===== src/rtl/video_pkg.sv =====
// Shared constants for the scanline post-processing stage.
package video_pkg;

  // Dim strength codes carried on the scanlines input and in the latched mode.
  localparam logic [1:0] SL_OFF = 2'd0;
  localparam logic [1:0] SL_25  = 2'd1;
  localparam logic [1:0] SL_50  = 2'd2;
  localparam logic [1:0] SL_75  = 2'd3;

  // Input-to-output latency of hs, de and colour, in clk_sys cycles.
  localparam int PIPE_LAT = 2;

endpackage


===== src/rtl/video_dim.sv =====
// Single colour channel attenuator: truncating shifts, result never exceeds c.
module video_dim
  import video_pkg::*;
#(
  parameter int COLOR_DEPTH = 4
) (
  input  logic [COLOR_DEPTH-1:0] c,
  input  logic [1:0]             m,
  output logic [COLOR_DEPTH-1:0] y
);

  // Select the attenuated value for the requested strength.
  always_comb begin
    y = c;
    case (m)
      SL_25:   y = c - (c >> 2);
      SL_50:   y = c >> 1;
      SL_75:   y = c >> 2;
      default: y = c;
    endcase
  end

endmodule


===== src/rtl/video_scanlines.sv =====
// CRT scanline emulation after the line doubler: dims odd output lines,
// delays vsync by one line, and produces a registered data enable.
module video_scanlines
  import video_pkg::*;
#(
  parameter int COLOR_DEPTH = 4
) (
  input  logic                   clk_sys,
  input  logic                   reset_n,
  input  logic                   enable,
  input  logic [1:0]             scanlines,
  input  logic                   hs_in,
  input  logic                   vs_in,
  input  logic                   hbl_in,
  input  logic                   vbl_in,
  input  logic [COLOR_DEPTH-1:0] r_in,
  input  logic [COLOR_DEPTH-1:0] g_in,
  input  logic [COLOR_DEPTH-1:0] b_in,
  output logic                   hs_out,
  output logic                   vs_out,
  output logic                   de_out,
  output logic [COLOR_DEPTH-1:0] r_out,
  output logic [COLOR_DEPTH-1:0] g_out,
  output logic [COLOR_DEPTH-1:0] b_out,
  output logic                   line_odd
);

  logic                   hs1, vs1, hbl1, vbl1;
  logic [COLOR_DEPTH-1:0] r1, g1, b1;
  logic                   hs1_prev, vs1_prev;
  logic                   vs_hold;
  logic [1:0]             mode_l;

  logic                   line_start, vs_edge, de1, dim_en;
  logic                   odd_nxt, vs_nxt;
  logic [COLOR_DEPTH-1:0] r_dim, g_dim, b_dim;
  logic [COLOR_DEPTH-1:0] r_nxt, g_nxt, b_nxt;

  // Stage 1: register the incoming bus; hs/vs history feeds edge detection.
  // Blanks reset high so nothing is flagged as active right after reset.
  always_ff @(posedge clk_sys) begin
    if (!reset_n) begin
      hs1      <= 1'b1;
      vs1      <= 1'b1;
      hbl1     <= 1'b1;
      vbl1     <= 1'b1;
      r1       <= {COLOR_DEPTH{1'b0}};
      g1       <= {COLOR_DEPTH{1'b0}};
      b1       <= {COLOR_DEPTH{1'b0}};
      hs1_prev <= 1'b1;
      vs1_prev <= 1'b1;
    end else begin
      hs1      <= hs_in;
      vs1      <= vs_in;
      hbl1     <= hbl_in;
      vbl1     <= vbl_in;
      r1       <= r_in;
      g1       <= g_in;
      b1       <= b_in;
      hs1_prev <= hs1;
      vs1_prev <= vs1;
    end
  end

  assign line_start = hs1_prev & ~hs1;
  assign vs_edge    = vs1_prev ^ vs1;
  assign de1        = ~(hbl1 | vbl1);
  assign dim_en     = enable & line_odd & (mode_l != SL_OFF);

  video_dim #(.COLOR_DEPTH(COLOR_DEPTH)) u_dim_r (.c(r1), .m(mode_l), .y(r_dim));
  video_dim #(.COLOR_DEPTH(COLOR_DEPTH)) u_dim_g (.c(g1), .m(mode_l), .y(g_dim));
  video_dim #(.COLOR_DEPTH(COLOR_DEPTH)) u_dim_b (.c(b1), .m(mode_l), .y(b_dim));

  // Next parity, vsync and colour; a vsync edge overrides a coincident line start.
  always_comb begin
    odd_nxt = line_odd;
    vs_nxt  = vs_out;
    r_nxt   = r1;
    g_nxt   = g1;
    b_nxt   = b1;

    if (vs_edge) begin
      odd_nxt = 1'b0;
    end else if (line_start) begin
      odd_nxt = ~line_odd;
    end else begin
      odd_nxt = line_odd;
    end

    if (!enable) begin
      vs_nxt = vs1;
    end else if (line_start) begin
      vs_nxt = vs_hold;
    end else begin
      vs_nxt = vs_out;
    end

    if (!de1) begin
      r_nxt = {COLOR_DEPTH{1'b0}};
      g_nxt = {COLOR_DEPTH{1'b0}};
      b_nxt = {COLOR_DEPTH{1'b0}};
    end else if (dim_en) begin
      r_nxt = r_dim;
      g_nxt = g_dim;
      b_nxt = b_dim;
    end else begin
      r_nxt = r1;
      g_nxt = g1;
      b_nxt = b1;
    end
  end

  // Stage 2 outputs plus line-rate state (parity, vsync hold, latched dim mode).
  always_ff @(posedge clk_sys) begin
    if (!reset_n) begin
      hs_out   <= 1'b1;
      vs_out   <= 1'b1;
      de_out   <= 1'b0;
      r_out    <= {COLOR_DEPTH{1'b0}};
      g_out    <= {COLOR_DEPTH{1'b0}};
      b_out    <= {COLOR_DEPTH{1'b0}};
      line_odd <= 1'b0;
      vs_hold  <= 1'b1;
      mode_l   <= SL_OFF;
    end else begin
      hs_out   <= hs1;
      vs_out   <= vs_nxt;
      de_out   <= de1;
      r_out    <= r_nxt;
      g_out    <= g_nxt;
      b_out    <= b_nxt;
      line_odd <= odd_nxt;
      if (line_start) begin
        vs_hold <= vs1;
        mode_l  <= scanlines;
      end
    end
  end

endmodule


===== config.mk =====
export PLATFORM = sky130hd
export DESIGN_NAME = video_scanlines
export DESIGN_NICKNAME = d
export VERILOG_FILES = /design/src/rtl/video_pkg.sv /design/src/rtl/video_dim.sv /design/src/rtl/video_scanlines.sv
export SDC_FILE = /design/constraint.sdc
export NUM_CORES = 1
export LEC_CHECK = 0
export ABC_AREA = 1
export BUFFER_PORTS_ARGS = -buffer_cell sky130_fd_sc_hd__buf_4
export CORE_ASPECT_RATIO = 2
export CORE_MARGIN = 10
export CORE_UTILIZATION = 45
export CTS_CLUSTER_SIZE = 12
export DETAILED_ROUTE_END_ITERATION = 10
export PLACE_DENSITY = 0.67
export SYNTH_ARGS = -nofsm -noshare
export SYNTH_HDL_FRONTEND = slang
export SYNTH_HIERARCHICAL = 1
export SYNTH_SLANG_ARGS = --single-unit

===== constraint.sdc =====
create_clock -name clk_sys -period 3.6 [get_ports clk_sys]
set_clock_uncertainty 0.2 [all_clocks]
set_input_delay 0.54 -clock clk_sys [delete_from_list [all_inputs] [get_ports clk_sys]]
set_output_delay 0.54 -clock clk_sys [all_outputs]
set_load 0.1 [all_outputs]

==> results.md, run 1 <==
Status:
- The flow ran to the end, and the final reports show no timing, DRC or antenna violations.

Route:
- The count of nets left with antenna violations once routing finished came out at 0.
- The total number of vias is 1,768.
- After detailed routing, the total wire length is 4.056 mm.
- The length of the first detailed-routing pass in iterations is 4.
- Dividing the detail-routed wire length by the instance count gives 10.90 um.
- The number of design-rule violations left by the first detailed-router iteration is 53.
- The mean number of vias per cell is 4.753.
- The number of remaining DRC errors is 0.

Logic synthesis:
- Synthesis instantiated 21 different standard cells from the library.
- A synthesized cell averages 6.790 um^2.
- The total of flip-flops plus latches after synthesis is 36.
- The number of nets handed over by synthesis was 316.
- After synthesis, flip-flops and latches occupy 37.11% of the total area.
- In the synthesized netlist, the number of instances is 286.
- The total standard cell area after synthesis is 1942 um^2.
- During synthesis, Yosys emitted a total of 6 warnings.

Global route:
- For this run the aggregate overflow at the end of global routing stands at 0.
- The largest net degree at the start of global routing is 28.
- The number of global-route vias before repair is 1,723.
- The total global routing track utilization is 11.71%.
- The number of antenna violations at the first check in global routing is 0.
- The first global-routing pass estimated 7.141 mm of wire.

Flow run:
- The tool flagged a number of max-cap violations equal to 0.

Setup path:
- The required arrival time at the worst endpoint is 3630 ps.
- The worst reg-to-reg path cell count is 4.
- The arrival time of the worst setup path is 2060 ps.
- The slowest stage of the critical path is the sky130_fd_sc_hd__dfxtp_1 cell.
- The critical path goes through nor2_1 -> nor2_2 -> nor2_1 -> nor2_2.
- The worst setup path is captured at a flop.
- The type of the setup path with the least slack is reg2reg.
- In this run the worst path has a maximum fanout of 27.
- The sort of element at the start of the critical path is a flop.
- The worst stage delay on the critical path is 960 ps.

Worst hold path:
- Counting instances, the worst hold path has a depth of 3.
- In this run the worst hold path is classified as in2reg.

Final layout:
- The number of nets at the end of the flow is 350.
- From synthesis to final layout, the design area changed by 19.14%.
- The library cells used most frequently in the layout, excluding fill and tap cells, are 63 x sky130_fd_sc_hd__nand2_1, 54 x sky130_fd_sc_hd__inv_1, 46 x sky130_fd_sc_hd__nor2_1, 36 x sky130_fd_sc_hd__dfxtp_1, 36 x sky130_fd_sc_hd__buf_4.
- The share of final-layout standard cells stronger than drive strength 1 is 19.38%.
- The library cell used most frequently in the layout, excluding fill and tap cells, is sky130_fd_sc_hd__nand2_1.
- The final antenna diode count is 0.

Clock network:
- The clock drives 36 sinks.
- The total clock buffers created by CTS is 5.
- The clock-pin slew on the worst setup and hold paths is 70 ps.
- In this run the deepest clock path goes through 2 buffers.
- The tree is rooted in a sky130_fd_sc_hd__clkbuf_8.
- TritonCTS built the clock tree.
- Once the clock tree was built, the setup fixing pass inserted 0 buffers.
- The cts-stage hold buffer count is 0.
- Post-CTS repair changed the size of 0 cells.
- The number of H-tree branching levels is 2.
- For the worst-skew pair, the clock arrives at the later sink with an insertion delay of 280 ps.

Pwr:
- Total power for the finished layout comes to 0.0008901 W.
- Dividing total power by cell area gives a power density of 384.8 nW/um^2.
- Across the VDD grid, the largest voltage drop is 0.2615 mV.
- The analysis attributes to cell leakage a power of 1.159 nW.

Placed design:
- The HPWL reported at the end of detailed placement is 3.159 mm.
- Routability-driven placement finished with a final weighted congestion of 0.8292.
- The quantity of I/O buffers inserted on ports is 36.

Floorplan:
- Pin placement for this block handled 37 I/O pins.
- After floorplanning, the core was divided into 33 placement rows.
- The die is 112.9 um tall.
- The floorplan die area is 7502 um^2.
- The core region is 4129 um^2.
- The initial core utilization is 47.03%.
- The x dimension of the die is 66.45 um.

Timing:
- In this run the tightest slew margin relative to its limit is 35.11%.
- The clock period minus worst slack is 2031 ps.
- The final number of max-transition violations is 0.
- Hold is met by 230.8 ps.
- The total count of hold-check failures in the final report is 0.
- The slew of the pin with the lowest slew margin is 972.1 ps.
- The fmax is 492.4 MHz.
- Setup repair after global routing left no endpoint under its margin.
- The number of failing setup endpoints in the final timing report is 0.
- The final cycle utilization of the critical path is 56.41%.
- Adding up every negative setup slack in the final design gives 0 ps.
[metal layers]
layer	global-route usage [%]	up-vias	share of wire (%)
li1	-	923	-
met1	11.53	793	40
met3	3.557	6	5.3
met2	21.19	46	54
met5	0	-	0
met4	5.204	0	1.5
[synth_stat cells, drive strengths merged]
master / n / share of area [%]
nand2: 63 / 12
inv: 59 / 12
nor2: 59 / 14
dfxtp: 36 / 37
nand3: 25 / 6.4
buf: 9 / 3.1
nand4: 9 / 2.9
ha: 6 / 3.9
o21ai: 5 / 1.3
or2: 4 / 1.3
fa: 3 / 3.1
nand3b: 3 / 1.2
o22ai: 3 / 0.97
nor3: 1 / 0.84
o211ai: 1 / 0.39
[flip-flops by register name (all words and copies together) (netlist names)]
register and count:
b1 4, b_out 4, g1 4, g_out 4, r1 4, r_out 4
mode_l 2, de_out 1, hbl1 1, hs1 1, hs_out 1, line_odd 1
vbl1 1, vs1 1, vs1_prev 1, vs_hold 1, vs_out 1
[report_power, final]
part | switching [W] | total, W | internal [W]
sequential | 0.0000245 | 0.000438 | 0.000413
combinational | 0.0000901 | 0.000146 | 0.0000562
clock | 0.000135 | 0.000306 | 0.000170
[through the flow]
stage          cell area (um^2)  cells  setup slack [ps]  util (%)
6_report                   2313    372              1569     56.03
3_3_place_gp               2217    365              1632     53.70
2_1_floorplan              1942    286              1651         -
3_5_place_dp               2217    365              1585     53.70
4_1_cts                    2313    372              1571     56.03
5_1_grt                    2313    372              1342     56.03
[layout make-up]
cell class                 instances  area [um^2]
clock buffer                       7        96.34
timing repair buffer              36        270.3
fill                             427         1815
inverter                          59        224.0
sequential                        36        720.7
tap                               52        65.06
multi-input combinational        182        937.1
[path summary, 6_finish.rpt]
kind | slack [ps] | start | end
setup / recovery | 1570 | mode_l[1]$_SDFFE_PN0P_ | r_out[3]$_SDFF_PP0_
hold / removal | 230 | g_in[3] | g1[3]$_SDFF_PN0_
setup reg to reg | 1570 | mode_l[1]$_SDFFE_PN0P_ | r_out[3]$_SDFF_PP0_
hold reg to reg | 260 | hs1$_SDFF_PN1_ | hs_out$_SDFF_PN1_
[cells by family (layout without fill, tap and decap cells)]
group,after synthesis,count (layout),share of synthesized area (%)
AO/OA/AOI/OAI,9,9,2.642
adder cells (fa/ha/maj),9,9,6.959
buffers and inverters,68,102,14.63
flip-flops,36,36,37.11
AND/OR/NAND/NOR,164,164,38.66
[critical path, delay by kind of cell, from the launching register on]
family           cells  cell delay (ps)
DFF                  1              960
and+or+nand+nor      4              810
No activity file was read; power rests on OpenSTA's default activity.
==> run 2: changes to the inputs <==
==> constraint.sdc (replaced) <==
create_clock -name clk_sys -period 1.9 [get_ports clk_sys]
set_clock_uncertainty 0.2 [all_clocks]
set_input_delay 0.285 -clock clk_sys [delete_from_list [all_inputs] [get_ports clk_sys]]
set_output_delay 0.285 -clock clk_sys [all_outputs]
set_load 0.1 [all_outputs]
==> run 2 against run 1 <==
Compared with the run above: combinational power rose by 140%; sequential power increased by 85%; critical path type unchanged; largest cell class unchanged; hold slack worse by 180 ps.
==> results.md, run 2 (synthesis gave the netlist of run 1 again) <==
Clock network:
- The maximum number of buffers from clock root to sink came to 2 (unchanged).
- The CTS sink count is 36 (unchanged).
- The total clock buffers created by CTS is 5 (unchanged).
- The buffer type at the clock tree root is sky130_fd_sc_hd__clkbuf_8.
- The clock network latency to the later pin of the worst-skew pair is 290 ps (about the same).
- The clock tree from TritonCTS is done.
- The clock-pin slew on the worst setup and hold paths came to 80 ps (about the same).
- The number of H-tree branching levels is 2 (unchanged).

Pwr:
- The power dissipated by switching net loads was 0.0005058 W (+100%).
- The peak supply drop is 0.5276 mV (+100%).
- The part of the power in combinational logic is 20.1% (+3.7 points).
- The final total power is 0.001718 W (+93%).
- The internal power of the cells is 0.001212 W (+89%).
- The power share of the sequential group is 47.2% (-2.0 points).
- The static leakage is 1.271 nW (+9.7%).
- The switching share of total power is 29.44% (+1.3 points).
- The clock network fraction of design power is 32.7% (-1.7 points).
- The power density normalized to cell area is 669.8 nW/um^2 (+74%).

Final layout:
- The total non-filler cell area in the finished layout is 2565 um^2 (+11%).
- The final antenna diode count is 0 (unchanged).
- The library cells used most frequently in the layout, excluding fill and tap cells, are 62 x sky130_fd_sc_hd__nand2_1, 53 x sky130_fd_sc_hd__inv_1, 45 x sky130_fd_sc_hd__nor2_1, 44 x sky130_fd_sc_hd__buf_4, 31 x sky130_fd_sc_hd__dfxtp_1.
- The area growth from synthesis to layout is 32.09%.
- The leading cell type in the layout, fill and taps excluded is sky130_fd_sc_hd__nand2_1.
- The number of nets at the end of the flow is 374 (+6.9%).
- The final core utilization is 62.12% (+6.1 points).
- The total of fill cells in the finished design came to 376 (-12%).
- The share of final-layout standard cells stronger than drive strength 1 is 24.35% (+5.0 points).

Route:
- The number of remaining DRC errors is 0 (unchanged).
- The number of design-rule violations left by the first detailed-router iteration is 46 (-13%).
- The total number of vias is 1,883 (+6.5%).
- The final routed wirelength across all metal layers is 4.651 mm (+15%).
- The length of the first detailed-routing pass in iterations is 4 (unchanged).
- The number of routed nets with antenna violations was 0 (unchanged).
- The mean number of vias per cell is 4.743 (-0.20%).
- The detail-routed net length per standard cell is 11.72 um (+7.4%).

Setup path:
- The type of the setup path with the least slack is reg2reg.
- The slowest stage of the critical path belongs to the cell sky130_fd_sc_hd__fa_2.
- The worst setup path is launched from a flop.
- The arrival time of the worst setup path is 1790 ps (-270 ps).
- The capturing point of the worst reg2reg path is g_out[1]$_SDFF_PP0_.
- The internal reg-to-reg setup slack is 100 ps (-1470 ps).
- The worst reg-to-reg path cell count came to 10 (+6).
- The maximum fanout count along the critical path is 3 (-89%).
- The most frequent cell on the critical path is sky130_fd_sc_hd__inv_1.
- The worst stage delay on the critical path was 430 ps (-530 ps).
- Tracing the worst setup path back leads to its startpoint at g1[0]$_SDFF_PN0_.
- The capturing element type of the critical path is a flop.
- The required arrival time at the worst endpoint came to 1890 ps (-1740 ps).
- The signal on the critical path passes through inv_1 -> ha_1 -> inv_1 -> fa_2 -> nand2_1 -> nand4_1 -> inv_1 -> nand3_1 -> nand2_1 -> nor2_2.
- The most critical setup path has its endpoint at g_out[1]$_SDFF_PP0_.
- In this run the critical register-to-register path is launched from g1[0]$_SDFF_PN0_.

Timing:
- The final cycle utilization of the critical path is 94.56% (+38 points).
- The relative slew slack is 70.08% (+35 points).
- The total count of hold-check failures in the final report is 0 (unchanged).
- The fmax is 556.6 MHz (+13%).
- The clock period minus worst slack came to 1797 ps (-234.3 ps).
- The slew of the pin with the lowest slew margin is 447.7 ps (-524.4 ps).
- The final number of max-transition violations came to 0 (unchanged).
- Setup repair after global routing could not meet its margin everywhere.
- The number of failing setup endpoints in the final timing report is 0 (unchanged).
- The post-layout worst setup margin is 103.4 ps (-1466 ps).

Global route:
- The first-pass GRT wire length was 7.997 mm (+12%).
- The number of global-route vias before repair is 1,885 (+9.4%).
- The total global routing track utilization was 13.16% (+1.5 points).
- The total global routing overflow is 0 (unchanged).
- The largest net degree at the start of global routing is 20 (-29%).
- The number of antenna violations at the first check in global routing is 0 (unchanged).

Floorplan:
- The x dimension of the die was 66.45 um (unchanged).
- The floorplan die area is 7502 um^2 (unchanged).
- The boundary pin count is 37 (unchanged).
- The row count is 33 (unchanged).
- The core region area is 4129 um^2 (unchanged).
- The initial core utilization is 47.03% (unchanged).
- The height of the die was 112.9 um (unchanged).

Placed design:
- The standard cell area after detailed placement was 2271 um^2 (+2.4%).
- The global placer's final weighted congestion is 0.8403 (+1.3%).
- The HPWL reported at the end of detailed placement is 3.428 mm (+8.5%).
- The pre-CTS worst setup slack is 12.01 ps (-1573 ps).
- The quantity of I/O buffers inserted on ports is 36 (unchanged).

Flow run:
- The number of violations of the max-capacitance limit is 0 (unchanged).

Status:
- The run finished with clean final reports.

Worst hold path:
- The worst hold path belongs to the class in2reg.
## run 2: changes by cell type in the layout (fill, tap and decap cells not counted), sizes merged
cell,before,now
buf,36,44
clkbuf,7,6
clkinv,0,2
dlygate4sd3,0,16
## run 2: worst min path at each step
stage | startpoint | slack (ps) | cells past startpoint | endpoint
2_1_floorplan | b_in[0] | 180 | 2 | b1[0]$_SDFF_PN0_
3_3_place_gp | hs1$_SDFF_PN1_ | 230 | 2 | hs_out$_SDFF_PN1_
3_5_place_dp | hs1$_SDFF_PN1_ | 240 | 2 | hs_out$_SDFF_PN1_
4_1_cts | enable | 40 | 3 | vs_out$_SDFFE_PN1P_
5_1_grt | enable | 50 | 3 | vs_out$_SDFFE_PN1P_
6_report | enable | 50 | 3 | vs_out$_SDFFE_PN1P_
## run 2: layer usage
layer | global-route usage [%] | routed length (um)
met3 | 4.348 | 230
met4 | 7.595 | 131
met1 | 12.09 | 1779
met5 | 0 | 0
met2 | 23.76 | 2509
## run 2: critical path, delay by kind of cell, from the launching register on
family	cells	cell delay, ps
DFF	1	360
adders and majority gates	2	610
and+or+nand+nor	5	340
buffers and inverters	3	190
## run 2: power by group through the flow
| stage | Combinational (W) | Clock, W | Sequential (W) |
|---|---|---|---|
| after global placement | 0.000305 | 0 | 0.000828 |
| after floorplan | 0.000183 | 0 | 0.000866 |
| after CTS | 0.000337 | 0.000580 | 0.000811 |
| after global routing | 0.000388 | 0.000617 | 0.000815 |
| after detailed placement | 0.000310 | 0 | 0.000828 |
| final | 0.000346 | 0.000562 | 0.000810 |
## run 2: timing repair
action	CTS	global route
hold buffers	16	0
endpoints found under the setup margin	1	4
hold endpoints to repair	16	0
buffers inserted	0	1
pin swaps	0	1
resized for setup	1	13
## run 2: stage by stage
| step | setup TNS, ps | hold slack, ps | std cells |
|---|---|---|---|
| floorplan | 0 | 182.6 | 286 |
| global placement | 0 | 232.9 | 372 |
| detailed placement | 0 | 238.9 | 372 |
| CTS | 0 | 37.44 | 396 |
| global route | -7.741 | 54.97 | 397 |
| finish | 0 | 46.42 | 397 |
## run 2: area by class of cell
cell class              count  area (um^2)  area share [%]
multi-input cells         182        960.9           37.46
flip-flops and latches     36        732.0           28.54
repair buffers             60        490.5           19.12
inverters                  59        224.0           8.732
clock buffers               6        82.58           3.220
well taps                  52        65.06           2.537
clock inverters             2        10.01          0.3902
